`src/rtl/i2c_rx_deserializer_if.sv`:
```
// Word-out stream of the I2C receive deserializer: head-of-buffer word with valid/ready.
interface i2c_rx_deserializer_if #(
    parameter int DATA_W = 8
) ();
    logic [DATA_W-1:0] out_data;
    logic              out_valid;
    logic              out_ready;

    modport master (
        output out_data,
        output out_valid,
        input  out_ready
    );

    modport slave (
        input  out_data,
        input  out_valid,
        output out_ready
    );
endinterface

```
`src/rtl/i2c_rx_deserializer.sv`:
```
// Serial-to-parallel receive deserializer: packs qualified bits into DATA_W-bit words.
// Latency: out_valid rises on the edge that accepts the last bit of a word (empty buffer).
// Backpressure: 2-entry buffer absorbs one word of stall; a word completing into a full buffer is dropped and flags sticky overflow.
module i2c_rx_deserializer #(
    parameter int DATA_W    = 8,
    parameter int MSB_FIRST = 1,
    parameter int CNT_W     = $clog2(DATA_W + 1)
) (
    input  logic                    i2c_clk,
    input  logic                    rst_n,
    input  logic                    bit_in,
    input  logic                    bit_en,
    input  logic                    frame_clr,
    output logic [CNT_W-1:0]        bit_cnt,
    output logic                    overflow,
    input  logic                    ovf_clr,
    i2c_rx_deserializer_if.master   out_if
);

    typedef enum logic [1:0] {
        BUF_EMPTY = 2'd0,
        BUF_ONE   = 2'd1,
        BUF_FULL  = 2'd2
    } buf_state_t;

    buf_state_t        buf_state_q, buf_state_d;
    logic [DATA_W-1:0] sr_q;
    logic [DATA_W-1:0] sr_shift;
    logic [CNT_W-1:0]  cnt_q;
    logic [DATA_W-1:0] head_q, head_d;
    logic [DATA_W-1:0] pend_q, pend_d;
    logic              accept;
    logic              word_done;
    logic              pop;
    logic              ovf_set;

    // frame_clr wins over bit_en: the bit offered during a START is discarded.
    assign accept    = bit_en & ~frame_clr;
    assign sr_shift  = (MSB_FIRST != 0) ? {sr_q[DATA_W-2:0], bit_in}
                                        : {bit_in, sr_q[DATA_W-1:1]};
    assign word_done = accept && (cnt_q == CNT_W'(DATA_W - 1));

    always_ff @(posedge i2c_clk or negedge rst_n) begin
        if (!rst_n) begin
            sr_q  <= '0;
            cnt_q <= '0;
        end else if (frame_clr) begin
            sr_q  <= '0;
            cnt_q <= '0;
        end else if (accept) begin
            if (word_done) begin
                sr_q  <= '0;
                cnt_q <= '0;
            end else begin
                sr_q  <= sr_shift;
                cnt_q <= cnt_q + CNT_W'(1);
            end
        end
    end

    assign out_if.out_valid = (buf_state_q != BUF_EMPTY);
    assign out_if.out_data  = head_q;
    assign bit_cnt          = cnt_q;
    assign pop              = out_if.out_valid & out_if.out_ready;

    always_ff @(posedge i2c_clk or negedge rst_n) begin
        if (!rst_n) begin
            buf_state_q <= BUF_EMPTY;
            head_q      <= '0;
            pend_q      <= '0;
        end else begin
            buf_state_q <= buf_state_d;
            head_q      <= head_d;
            pend_q      <= pend_d;
        end
    end

    always_comb begin
        buf_state_d = buf_state_q;
        head_d      = head_q;
        pend_d      = pend_q;
        ovf_set     = 1'b0;
        case (buf_state_q)
            BUF_EMPTY: begin
                if (word_done) begin
                    head_d      = sr_shift;
                    buf_state_d = BUF_ONE;
                end
            end
            BUF_ONE: begin
                case ({word_done, pop})
                    2'b10: begin
                        pend_d      = sr_shift;
                        buf_state_d = BUF_FULL;
                    end
                    2'b11: head_d = sr_shift;
                    2'b01: buf_state_d = BUF_EMPTY;
                    default: ;
                endcase
            end
            BUF_FULL: begin
                case ({word_done, pop})
                    2'b11: begin
                        head_d = pend_q;
                        pend_d = sr_shift;
                    end
                    2'b10: ovf_set = 1'b1;
                    2'b01: begin
                        head_d      = pend_q;
                        buf_state_d = BUF_ONE;
                    end
                    default: ;
                endcase
            end
            default: buf_state_d = BUF_EMPTY;
        endcase
    end

    // A drop in the same cycle as a clear must stay visible.
    always_ff @(posedge i2c_clk or negedge rst_n) begin
        if (!rst_n) begin
            overflow <= 1'b0;
        end else if (ovf_set) begin
            overflow <= 1'b1;
        end else if (ovf_clr) begin
            overflow <= 1'b0;
        end
    end

endmodule

```
`src/flat_wrapper.sv`:
```
// flat-port wrapper written by rule: the top's interface ports become plain ports
module i2c_rx_deserializer_flat 
#(
    parameter int DATA_W    = 8,
    parameter int MSB_FIRST = 1,
    parameter int CNT_W     = $clog2(DATA_W + 1)
)
  (i2c_clk, rst_n, bit_in, bit_en, frame_clr, bit_cnt, overflow, ovf_clr, out_if_out_data, out_if_out_valid, out_if_out_ready);
  i2c_rx_deserializer_if #(.DATA_W(DATA_W)) out_if_i ();
  input  logic i2c_clk;
  input  logic rst_n;
  input  logic bit_in;
  input  logic bit_en;
  input  logic frame_clr;
  output logic [CNT_W-1:0] bit_cnt;
  output logic overflow;
  input  logic ovf_clr;
  output wire logic [$bits(out_if_i.out_data)-1:0] out_if_out_data;
  output wire logic [$bits(out_if_i.out_valid)-1:0] out_if_out_valid;
  input wire logic [$bits(out_if_i.out_ready)-1:0] out_if_out_ready;
  assign out_if_out_data = out_if_i.out_data;
  assign out_if_out_valid = out_if_i.out_valid;
  assign out_if_i.out_ready = out_if_out_ready;
  i2c_rx_deserializer #(.DATA_W(DATA_W), .MSB_FIRST(MSB_FIRST), .CNT_W(CNT_W)) u_core (.i2c_clk(i2c_clk), .rst_n(rst_n), .bit_in(bit_in), .bit_en(bit_en), .frame_clr(frame_clr), .bit_cnt(bit_cnt), .overflow(overflow), .ovf_clr(ovf_clr), .out_if(out_if_i));
endmodule
```
`config.mk`:
```
export PLATFORM = sky130hd
export DESIGN_NAME = i2c_rx_deserializer_flat
export DESIGN_NICKNAME = d
export VERILOG_FILES = /design/src/rtl/i2c_rx_deserializer_if.sv /design/src/rtl/i2c_rx_deserializer.sv /design/src/flat_wrapper.sv
export SDC_FILE = /design/constraint.sdc
export NUM_CORES = 1
export LEC_CHECK = 0
export BUFFER_PORTS_ARGS = -buffer_cell sky130_fd_sc_hd__buf_2
export CAP_MARGIN = 30
export CORE_MARGIN = 5
export CORE_UTILIZATION = 50
export DETAILED_ROUTE_END_ITERATION = 6
export HOLD_SLACK_MARGIN = 0.08
export PLACE_DENSITY_LB_ADDON = 0.25
export REMOVE_ABC_BUFFERS = 1
export SLEW_MARGIN = 0
export SYNTH_ARGS = -nofsm -noshare
export SYNTH_HDL_FRONTEND = slang
export SYNTH_SLANG_ARGS = --single-unit
```
`constraint.sdc`:
```
create_clock -name i2c_clk -period 5.2 [get_ports i2c_clk]
set_clock_uncertainty 0.1 [all_clocks]
set_input_delay 0.52 -clock i2c_clk [delete_from_list [all_inputs] [get_ports i2c_clk]]
set_output_delay 0.52 -clock i2c_clk [all_outputs]
set_load 0.03 [all_outputs]
```
==> flow_metrics.tcl <==
set metrics [dict create \
    tns_ns 0 \
    crit_cells 5 \
    core_area_um2 2780 \
    cts_resized 0 \
    grt_pass1_wl_um 4380 \
    synth_cells 110 \
    whs_ns 0.128 \
    fillCellCount 246 \
    worstHoldPathType "input port to asynchronous set/reset pin" \
    finalNonFillerCells 165 \
    dp.final_hpwl_um 1770 \
    worst_r2r_path_depth 5 \
    cp.required_ns 5.31 \
    maxCapViolations 0 \
    avgSynthCellArea_um2 13.2 \
    grtUsageTotal 0.142 \
    critPathMaxFanout 14 \
    fp.dieW_um 63.9 \
    synth_cell_type_count 27 \
    yosysWarnings 0 \
    ys_top_cells_by_area "dfrtp_1 52%, mux2_2 18%, ha_1 5.2%" \
    grt_setup_unrepaired "false" \
    ys.flop_type "dfrtp_1" \
    cts_sinks 30 \
    hold_viol 0 \
    power.density_nw_per_um2 379 \
    clk_pin_slew_ns 0.09 \
    postCtsHoldBufs 0 \
    cp_top_family "adder cells" \
    grt_max_degree 31 \
    drive_gt1_frac 0.396 \
    diodes 0 \
    path_cells "inv_1 > ha_1 > nor2_1 > o31ai_4 > mux2_2" \
    worstMarginPinSlew_ns 0.746 \
    numCtsBuffers 5 \
    drt_iter0_drc 35 \
    r2r_slack_ns 2.71 \
    max_slew_margin 0.502 \
    start_util 0.523 \
    slew_violations 0 \
    post_cts_buffers 0 \
    synth_edf_count 0 \
    h-tree-depth 2 \
    mostFrequentLayoutCells "30 x dfrtp_1, 23 x mux2_2, 20 x buf_2" \
    row_count 19 \
    period_share 0.480 \
    vdd_drop_max_mv 0.278 \
    pin_count 21 \
    nets 146 \
    setup_violations 0 \
    post_drt_via_cell_ratio 5.74 \
    vias 947 \
    crit_buf_inv 1 \
    wire_per_inst_um 15.5 \
    yosysSeqAreaShare 0.516 \
    area_growth_pct 12.1 \
    arrival_ns 2.61 \
    cts_buffer_depth 2 \
    clkLatencyLatePin_ns 0.32 \
    critPathKind "flip-flop to flip-flop" \
    synthArstFlopShare 1.00 \
    drc 0 \
    status "finished clean" \
    crit_path_start_kind "flip-flop" \
    max_stage_delay_ns 0.55 \
    drt_first_pass_iters 4 \
    dp.cells 157 \
    die_y_um 63.9 \
    antenna_found_initial 0 \
    grt_pass1_vias 918 \
    synth_top_area_frac 0.516 \
    synth_top_cell_by_area "dfrtp_1" \
    place.port_buffers 20 \
    dieArea_um2 4090 \
    crit_path_end_kind "flip-flop" \
    power_leakage_nw 0.831 \
    post-place-ws_ns 2.68 \
    min_period_ns 2.49 \
    final_antenna_net_count 0 \
    fmax_mhz 401 \
    layout_setup_ws_ns 2.71 \
    routabilityCongestion 0.758 \
    cts_tree "yes" \
    crit_slowest_cell "ha_1" \
    cts-root-buf "clkbuf_4" \
    final_common_cell "dfrtp_1" \
    ys_ff_latch 30 \
    postRouteWirelength_um 2560 \
    grt_overflow_total 0 \
    synth_area_um2 1450 \
]
==> path summary, 6_finish.rpt <==
| check | from | endpoint |
|---|---|---|
| setup / recovery | u_core.buf_state_q[0]$_DFFE_PN0P_ | u_core.pend_q[0]$_DFFE_PN0P_ |
| hold / removal | rst_n | u_core.sr_q[1]$_DFFE_PN0P_ |
| setup reg to reg | u_core.buf_state_q[0]$_DFFE_PN0P_ | u_core.pend_q[0]$_DFFE_PN0P_ |
| hold reg to reg | u_core.pend_q[6]$_DFFE_PN0P_ | u_core.pend_q[6]$_DFFE_PN0P_ |
| max in group asynchronous | rst_n | u_core.pend_q[2]$_DFFE_PN0P_ |
| min in group i2c_clk | ovf_clr | u_core.overflow$_DFFE_PN0P_ |
==> kinds of logic after synthesis <==
group	share of synthesized area
AO/OA/AOI/OAI	0.106
XOR/XNOR	0.00603
adder cells (fa/ha/maj)	0.0516
buffers and inverters	0.0258
flip-flops	0.516
multiplexers	0.207
AND/OR/NAND/NOR	0.0869
==> final cells by class <==
type | count | area, µm² | share of cell area
Multi-Input combinational cell | 72 | 666 | 0.408
Clock buffer | 7 | 55.1 | 0.0338
Tap cell | 31 | 38.8 | 0.0238
Clock inverter | 1 | 5.00 | 0.00307
Sequential cell | 30 | 751 | 0.460
Inverter | 4 | 15.0 | 0.00921
Timing Repair Buffer | 20 | 100 | 0.0614
==> synthesized netlist by cell type, types with 2 or more instances <==
master	n
nand2b_1	2
o21bai_1	2
buf_4	2
nand2_1	2
mux2_2	23
clkbuf_1	2
a22o_1	8
nor3_1	4
o21ai_0	4
ha_1	6
mux2_1	2
mux2i_1	2
dfrtp_1	30
nor2_1	5
inv_1	4
==> per-stage QoR <==
stage	area, µm²	util	power [mW]
global placement	1570	0.565	0.472
global route	1630	0.586	0.656
finish	1630	0.586	0.618
floorplan	1430	-	0.426
detailed placement	1570	0.565	0.479
CTS	1630	0.586	0.628
==> flip-flops by register name, indices dropped and copies added (netlist names) <==
signal	flops
u_core.buf_state_q	2
u_core.bit_cnt	4
u_core.pend_q	8
u_core.out_if.out_data	8
u_core.overflow	1
u_core.sr_q	7
==> report_power, final <==
group / leakage [nW] / internal [mW] / switching, mW / total, mW
sequential: 0.408 / 0.260 / 0.0180 / 0.278
combinational: 0.388 / 0.0799 / 0.114 / 0.194
clock: 0.0353 / 0.0655 / 0.0802 / 0.146
==> per-layer routing <==
| metal | routed length [µm] | track usage | vias to the layer above |
|---|---|---|---|
| met5 | 0 | 0 | - |
| met4 | 18 | 0.0623 | 0 |
| met3 | 152 | 0.0665 | 2 |
| met2 | 1210 | 0.196 | 25 |
| met1 | 1190 | 0.188 | 473 |
| li1 | - | - | 447 |
(Power assumes the default switching activity.)
